File: src/rtl/cs_address_sequencer_pkg.sv
// Shared definitions for the microprogram address sequencer: select codes,
// FSM state encoding, default trap microaddress and select classification.
package cs_address_sequencer_pkg;

    localparam int ADDRWIDTH_CS_DEF = 11;
    localparam int OPWIDTH_IR_DEF   = 8;

    localparam logic [1:0] SEL_NEXT    = 2'b00;
    localparam logic [1:0] SEL_JUMP    = 2'b01;
    localparam logic [1:0] SEL_DECODE  = 2'b10;
    localparam logic [1:0] SEL_ILLEGAL = 2'b11;

    localparam logic [ADDRWIDTH_CS_DEF-1:0] TRAP_ADDR_DEF = 11'h7FC;

    typedef enum logic [1:0] {
        S_INIT = 2'b00,
        S_RUN  = 2'b01,
        S_HOLD = 2'b10,
        S_TRAP = 2'b11
    } cs_state_e;

    // Anything that is not a legal select (including X in simulation) traps.
    function automatic logic sel_is_illegal(input logic [1:0] sel);
        logic ill;
        case (sel)
            SEL_NEXT, SEL_JUMP, SEL_DECODE: ill = 1'b0;
            default:                        ill = 1'b1;
        endcase
        return ill;
    endfunction

endpackage

File: src/rtl/cs_addr_mux.sv
// Combinational candidate next-address selection: increment, jump target,
// opcode decode dispatch, or trap vector.
module cs_addr_mux
    import cs_address_sequencer_pkg::*;
#(
    parameter int                      ADDRWIDTH_CS = ADDRWIDTH_CS_DEF,
    parameter int                      OPWIDTH_IR   = OPWIDTH_IR_DEF,
    parameter logic [ADDRWIDTH_CS-1:0] TRAP_ADDR    = ADDRWIDTH_CS'(TRAP_ADDR_DEF)
) (
    input  logic [1:0]              sel_i,
    input  logic [ADDRWIDTH_CS-1:0] csai_i,
    input  logic [ADDRWIDTH_CS-1:0] jump_i,
    input  logic [OPWIDTH_IR-1:0]   op_i,
    output logic [ADDRWIDTH_CS-1:0] cand_o
);

    localparam int DEC_W = OPWIDTH_IR + 3;

    // Dispatch table lives in the upper half of the control store, 4 words per opcode.
    logic [DEC_W-1:0] dec_addr;
    assign dec_addr = {1'b1, op_i, 2'b00};

    always_comb begin
        cand_o = TRAP_ADDR;
        case (sel_i)
            SEL_NEXT:   cand_o = csai_i + ADDRWIDTH_CS'(1);
            SEL_JUMP:   cand_o = jump_i;
            SEL_DECODE: cand_o = ADDRWIDTH_CS'(dec_addr);
            default:    cand_o = TRAP_ADDR;
        endcase
    end

endmodule

File: src/rtl/cs_address_sequencer.sv
// Microprogram address sequencer: registered control-store address with
// init/run/stall-hold/sticky-trap control.
module cs_address_sequencer
    import cs_address_sequencer_pkg::*;
#(
    parameter int                      ADDRWIDTH_CS = ADDRWIDTH_CS_DEF,
    parameter int                      OPWIDTH_IR   = OPWIDTH_IR_DEF,
    parameter logic [ADDRWIDTH_CS-1:0] TRAP_ADDR    = ADDRWIDTH_CS'(TRAP_ADDR_DEF)
) (
    input  logic                    CLK,
    input  logic                    RESET_InLow,
    input  logic [1:0]              Control_Branch_In,
    input  logic [ADDRWIDTH_CS-1:0] JumpAddr_In,
    input  logic [OPWIDTH_IR-1:0]   IR_Op_In,
    input  logic                    Stall_In,
    input  logic                    TrapClear_In,
    output logic [ADDRWIDTH_CS-1:0] CSAI_Out,
    output logic                    Valid_Out,
    output logic                    Trap_Out
);

    cs_state_e               state_q, state_d;
    logic [ADDRWIDTH_CS-1:0] csai_q, csai_d;
    logic                    trap_q, trap_d;
    logic [ADDRWIDTH_CS-1:0] cand;

    cs_addr_mux #(
        .ADDRWIDTH_CS (ADDRWIDTH_CS),
        .OPWIDTH_IR   (OPWIDTH_IR),
        .TRAP_ADDR    (TRAP_ADDR)
    ) u_mux (
        .sel_i  (Control_Branch_In),
        .csai_i (csai_q),
        .jump_i (JumpAddr_In),
        .op_i   (IR_Op_In),
        .cand_o (cand)
    );

    always_ff @(posedge CLK or negedge RESET_InLow) begin
        if (!RESET_InLow) begin
            state_q <= S_INIT;
            csai_q  <= '0;
            trap_q  <= 1'b0;
        end else begin
            state_q <= state_d;
            csai_q  <= csai_d;
            trap_q  <= trap_d;
        end
    end

    always_comb begin
        state_d = state_q;
        csai_d  = csai_q;
        trap_d  = trap_q;
        case (state_q)
            S_INIT: begin
                state_d = S_RUN;
                csai_d  = '0;
            end
            S_RUN: begin
                // A stall wins over everything; the select is looked at again after release.
                if (Stall_In) begin
                    state_d = S_HOLD;
                end else if (sel_is_illegal(Control_Branch_In)) begin
                    state_d = S_TRAP;
                    csai_d  = TRAP_ADDR;
                    trap_d  = 1'b1;
                end else begin
                    csai_d  = cand;
                end
            end
            S_HOLD: begin
                if (!Stall_In) state_d = S_RUN;
            end
            S_TRAP: begin
                csai_d = TRAP_ADDR;
                trap_d = 1'b1;
                if (TrapClear_In) begin
                    state_d = S_INIT;
                    csai_d  = '0;
                    trap_d  = 1'b0;
                end
            end
            default: begin
                state_d = S_INIT;
                csai_d  = '0;
                trap_d  = 1'b0;
            end
        endcase
    end

    assign CSAI_Out  = csai_q;
    assign Valid_Out = (state_q == S_RUN) || (state_q == S_TRAP);
    assign Trap_Out  = trap_q;

endmodule

File: config.mk
export PLATFORM = sky130hd
export DESIGN_NAME = cs_address_sequencer
export DESIGN_NICKNAME = d
export VERILOG_FILES = /design/src/rtl/cs_address_sequencer_pkg.sv /design/src/rtl/cs_addr_mux.sv /design/src/rtl/cs_address_sequencer.sv
export SDC_FILE = /design/constraint.sdc
export NUM_CORES = 1
export LEC_CHECK = 0
export CAP_MARGIN = 5
export CORE_MARGIN = 2
export CORE_UTILIZATION = 35
export DETAILED_ROUTE_END_ITERATION = 8
export PLACE_DENSITY_LB_ADDON = 0.05
export SYNTH_ARGS = -nofsm -noshare
export SYNTH_HDL_FRONTEND = slang
export SYNTH_HIERARCHICAL = 1
export SYNTH_SLANG_ARGS = --single-unit
File: constraint.sdc
create_clock -name CLK -period 2.35 [get_ports CLK]
set_input_delay 0.47 -clock CLK [delete_from_list [all_inputs] [get_ports CLK]]
set_output_delay 0.47 -clock CLK [all_outputs]
set_load 0.02 [all_outputs]
; Word-level counts from Yosys, hierarchy flattened
; Index checks and enable logic that the tools add are counted.
[classes]
mux = 17
addsub = 1
eq_ne = 10
reduce_logical = 9
[ops]
columns = operator, count
row1 = $pmux 11 s3, 2
row2 = $mux 11, 3
row3 = $add 11x1->11 const B, 1
row4 = $mux 2, 4
row5 = $ne 2x2->1 const B, 4
row6 = $pmux 2 s4, 1
row7 = $eq 2x2->1 const B, 3
row8 = $mux 1, 6
row9 = $reduce_and 3->1, 2
row10 = $eq 2x1->1 const B, 2
row11 = $logic_not 2->1, 2
row12 = $ne 3x3->1 const B, 1
row13 = $reduce_bool 3->1, 1
row14 = $reduce_or 3->1, 1
row15 = $pmux 1 s2, 1
row16 = $reduce_and 2->1, 1
row17 = $reduce_bool 2->1, 1
row18 = $logic_or 1x1->1, 1
[word_totals]
output_inout_bits = 13
input_bits = 25
word_cells = 40
reg_bits = 14

; Logic depth before layout (Yosys ltp)
[logic_depth]
depth_word = 8
depth_mapped = 7
ltp_nobuf = 7

; Hierarchy
; Netlist, hierarchy kept.
[modules_own_cells]
columns = module, cells_each, instances, area_each_um2
row1 = cs_address_sequencer, 59, 1, 658.1
row2 = cs_addr_mux, 58, 1, 352.8

; Worst setup path after synthesis
; No wires, ideal clock.
[synth_path]
path_kind = register to register
start = reg csai_q[0] (netlist: CSAI_Out[0])
end = reg csai_q[10] (netlist: CSAI_Out[10])
setup_slack_ns = 0.763
required_ns = 2.215
path_stages_with_launch = 8
period_less_slack_ns = 1.587
arrival_time_ns = 1.452
path_buffers = 0
path_cell_list = dfrtp_1 > ha_1 > a211oi_1 > a21oi_1 > o22ai_1 > a21oi_1 > o21ai_0 > a2bb2oi_1
[synth_via]
elab_chain_len = 5
[synth_rtl]
columns = item, line_no
row1 = "start, declared", cs_address_sequencer.sv:23  ; logic [ADDRWIDTH_CS-1:0] csai_q, csai_d;
row2 = "start signal, assigned", cs_address_sequencer.sv:46  ; csai_q <= csai_d;
row3 = $add 11x1->11, cs_addr_mux.sv:26  ; SEL_NEXT: cand_o = csai_i + ADDRWIDTH_CS'(1);
row4 = $pmux 11 s3, cs_addr_mux.sv:25  ; case (sel_i)
row5 = via cand[10], cs_address_sequencer.sv:25  ; logic [ADDRWIDTH_CS-1:0] cand;
row6 = $mux 11, cs_address_sequencer.sv:64  ; end else if (sel_is_illegal(Control_Branch_In)) begin
row7 = $mux 11, cs_address_sequencer.sv:62  ; if (Stall_In) begin
row8 = $pmux 11 s3, cs_address_sequencer.sv:55  ; case (state_q)
; The timed path passes the listed nets, and every way through them passes these cells. The select of a mux whose other input is x is not followed.
; A chain may end at the register's enable or synchronous reset.

; Final worst setup path
[layout_path]
start = reg csai_q[0] (netlist: CSAI_Out[0])
end = out CSAI_Out[0]
[layout_rtl]
columns = item, line_no
row1 = "end, declared", cs_address_sequencer.sv:17  ; output logic [ADDRWIDTH_CS-1:0] CSAI_Out,
; No word-level cell between the ends.

==> results.yml <==
status:
  status: "complete, no violations"
layout:
  final_nets: 181
  syn2layout_area_growth_pct: 42.2
  layout_common_cells: "clkdlybuf4s50_1, dfrtp_1, o21ai_0"
  nFillCells: 278
  n_antenna_cell: 0
  multi_input_area_sq_um: 608
  drive_gt1_share_pct: 9.74
  ff_latch_area_sq_um: 350
  final_common_cell: "clkdlybuf4s50_1"
floorplanning:
  start_util_pct: 36.7
  fp.dieH_um: 57.7
  rows: 19
  die-area_sq_um: 3330
  io_pins: 38
  dieWidth_um: 57.7
  core_sq_um: 2760
global_route:
  grt_use_met3_pct: 2.90
  grt_usage_pct: 18.7
  grt_pass1_wl_mm: 4.88
  antenna_found_initial: 0
  use_met2_pct: 27.1
  grt_pass1_vias: 1013
  use_met1_pct: 27.9
  grt.busiest_layer: "met1"
  grt_overflow: 0
  grt_max_degree: 20
yosys:
  syn_area_per_cell_sq_um: 8.64
  synth.distinct_cells: 35
  ys_warn_count: 6
  ys_ff_latch: 14
  synth_edf_count: 0
  postSynthCellCount: 117
  synthesis.nets: 143
  postSynth.asyncResetShare_pct: 100
  synthFlopType: "dfrtp_1"
  syn_area_sq_um: 1010
  seq_area_frac_synth_pct: 34.7
place:
  port_buffers: 37
  hpwl_mm: 2.05
  place_congestion: 0.826
power:
  p_leak_nw: 0.578
  pwr-share-clk_pct: 10.8
  p_sw_uw: 717
  p_seq_share_pct: 33.4
  switching_share_pct: 43.3
  internal-power_uw: 939
  finalPower_mw: 1.66
  comb_power_share_pct: 55.7
  p_per_area_nw_per_um2: 1150
  ir_worst_vdd_uv: 640
clocking:
  cts_hold_buffers: 0
  htreeDepth: 1
  cts_buffer_depth: 2
  clock_latency_ps: 290
  clock-sinks: 14
  root_buffer: "clkbuf_4"
  clkTransAtPathRegs_ps: 90
  cts_tree: "done"
  cts_buffers: 3
  cts_resized: 0
  postCtsSetupRepairBufs: 0
timing:
  finalCritPeriodShare_pct: 83.1
  setup_viol: 0
  fmax_ghz: 0.512
  finalWorstPathRequiredPeriod_ps: 1950
  clock_skew_ps: 3.09
  tns_ps: 0
  max_slew_margin_pct: 56.8
  final_hold_viol_count: 0
  tightestPinTransition_ps: 646
  maxSlewViolCount: 0
  rsz0062_at_grt: "false"
hold_path:
  min_path_type: "input port to async pin"
setup_path:
  r2r-start: "CSAI_Out[0]$_DFFE_PN0P_"
  path_delay_family: "buffers and inverters"
  crit_chain: "clkdlybuf4s50_1"
  crit_path_end_kind: "output port"
  cp_max_fo: 8
  cp_data_arrival_time_ps: 1480
  crit_slowest_cell: "clkdlybuf4s50_1"
  slowest_delay_ps: 670
  worst_setup_path_start_kind: "flip-flop"
  required_ps: 1880
  r2r_cells: 7
  crit_buf_inv: 1
  crit_cells: 1
  worstSetupStartpoint: "CSAI_Out[0]$_DFFE_PN0P_"
  worst-setup-path-type: "flip-flop to output port"
route:
  via_per_inst: 5.61
  avgRoutedWirePerCell_um: 15.7
  dr.pass1.iters: 4
  totalWireLength_mm: 2.90
  drt_iter0_drc: 20
  route.detailed.drc: 0
  vias: 1038
  antenna_left: 0
run:
  maxCapViolCount: 0
==> cells by family (layout without fill, tap and decap cells) <==
logic type / count (synthesis) / in the layout / share of synthesized area, %
compound gates: 48 / 48 / 30.3
xor+xnor: 8 / 8 / 6.93
fa+ha+maj: 1 / 1 / 1.24
buf+inv: 10 / 47 / 5.20
flops: 14 / 14 / 34.7
mux: 3 / 3 / 3.59
simple gates: 33 / 33 / 18.1
==> worst paths after layout <==
check | to | slack [ps]
max in group asynchronous | CSAI_Out[9]$_DFFE_PN0P_ | 1360
worst min-delay path | CSAI_Out[5]$_DFFE_PN0P_ | 570
min in group CLK | Trap_Out$_DFFE_PN0P_ | 600
worst max-delay path | CSAI_Out[0] | 400
worst max register to register | CSAI_Out[10]$_DFFE_PN0P_ | 590
worst min register to register | Trap_Out$_DFFE_PN0P_ | 600
==> area by class of cell <==
class	instances	share of cell area, %
well taps	31	2.70
clock buffers	4	2.52
flip-flops and latches	14	24.4
inverters	3	0.783
multi-input cells	93	42.3
repair buffers	40	27.3
==> metal layers <==
| metal | share of wire, % | routed length (um) | vias to the layer above |
|---|---|---|---|
| li1 | - | - | 509 |
| met1 | 50 | 1450 | 489 |
| met2 | 41 | 1180 | 35 |
| met3 | 7.7 | 224 | 5 |
| met4 | 1.6 | 46 | 0 |
| met5 | 0 | 0 | - |
==> sequential cells by signal, summed over array words and instances (netlist names) <==
signal,flops
Trap_Out,1
state_q,2
CSAI_Out,11
==> power groups by stage <==
stage                     logic [mW]  clock network, mW  registers (mW)
final                          0.922              0.180           0.554
after global routing            1.01              0.197           0.579
after CTS                      0.933              0.184           0.549
after detailed placement       0.921                  0           0.552
after global placement         0.923                  0           0.546
after floorplan                0.505                  0           0.613
==> cells in the mapped netlist (2+ instances only) <==
cell type,count,area [sq um]
xor2_1,7,61.3
a2bb2oi_1,9,78.8
nor2_1,8,30.0
inv_1,3,11.3
buf_2,2,10.0
a21oi_1,12,60.1
nand4_1,4,25.0
o22ai_1,8,50.1
o21ai_0,13,65.1
clkbuf_1,2,7.51
and3_1,3,18.8
dfrtp_1,14,350
nand3_1,5,25.0
nand2b_1,2,12.5
nand2_1,5,18.8
==> stage by stage <==
step / util (%) / setup WS, ps / hold WS [ps] / instances / instance area [sq um]
2_1_floorplan: - / 763 / 174 / 117 / 1010
3_3_place_gp: 50.8 / 287 / 582 / 181 / 1400
3_5_place_dp: 50.8 / 297 / 582 / 181 / 1400
4_1_cts: 52.1 / 390 / 597 / 185 / 1440
5_1_grt: 52.1 / 322 / 625 / 185 / 1440
6_report: 52.1 / 396 / 570 / 185 / 1440
Power figures use the tool's default switching activity.
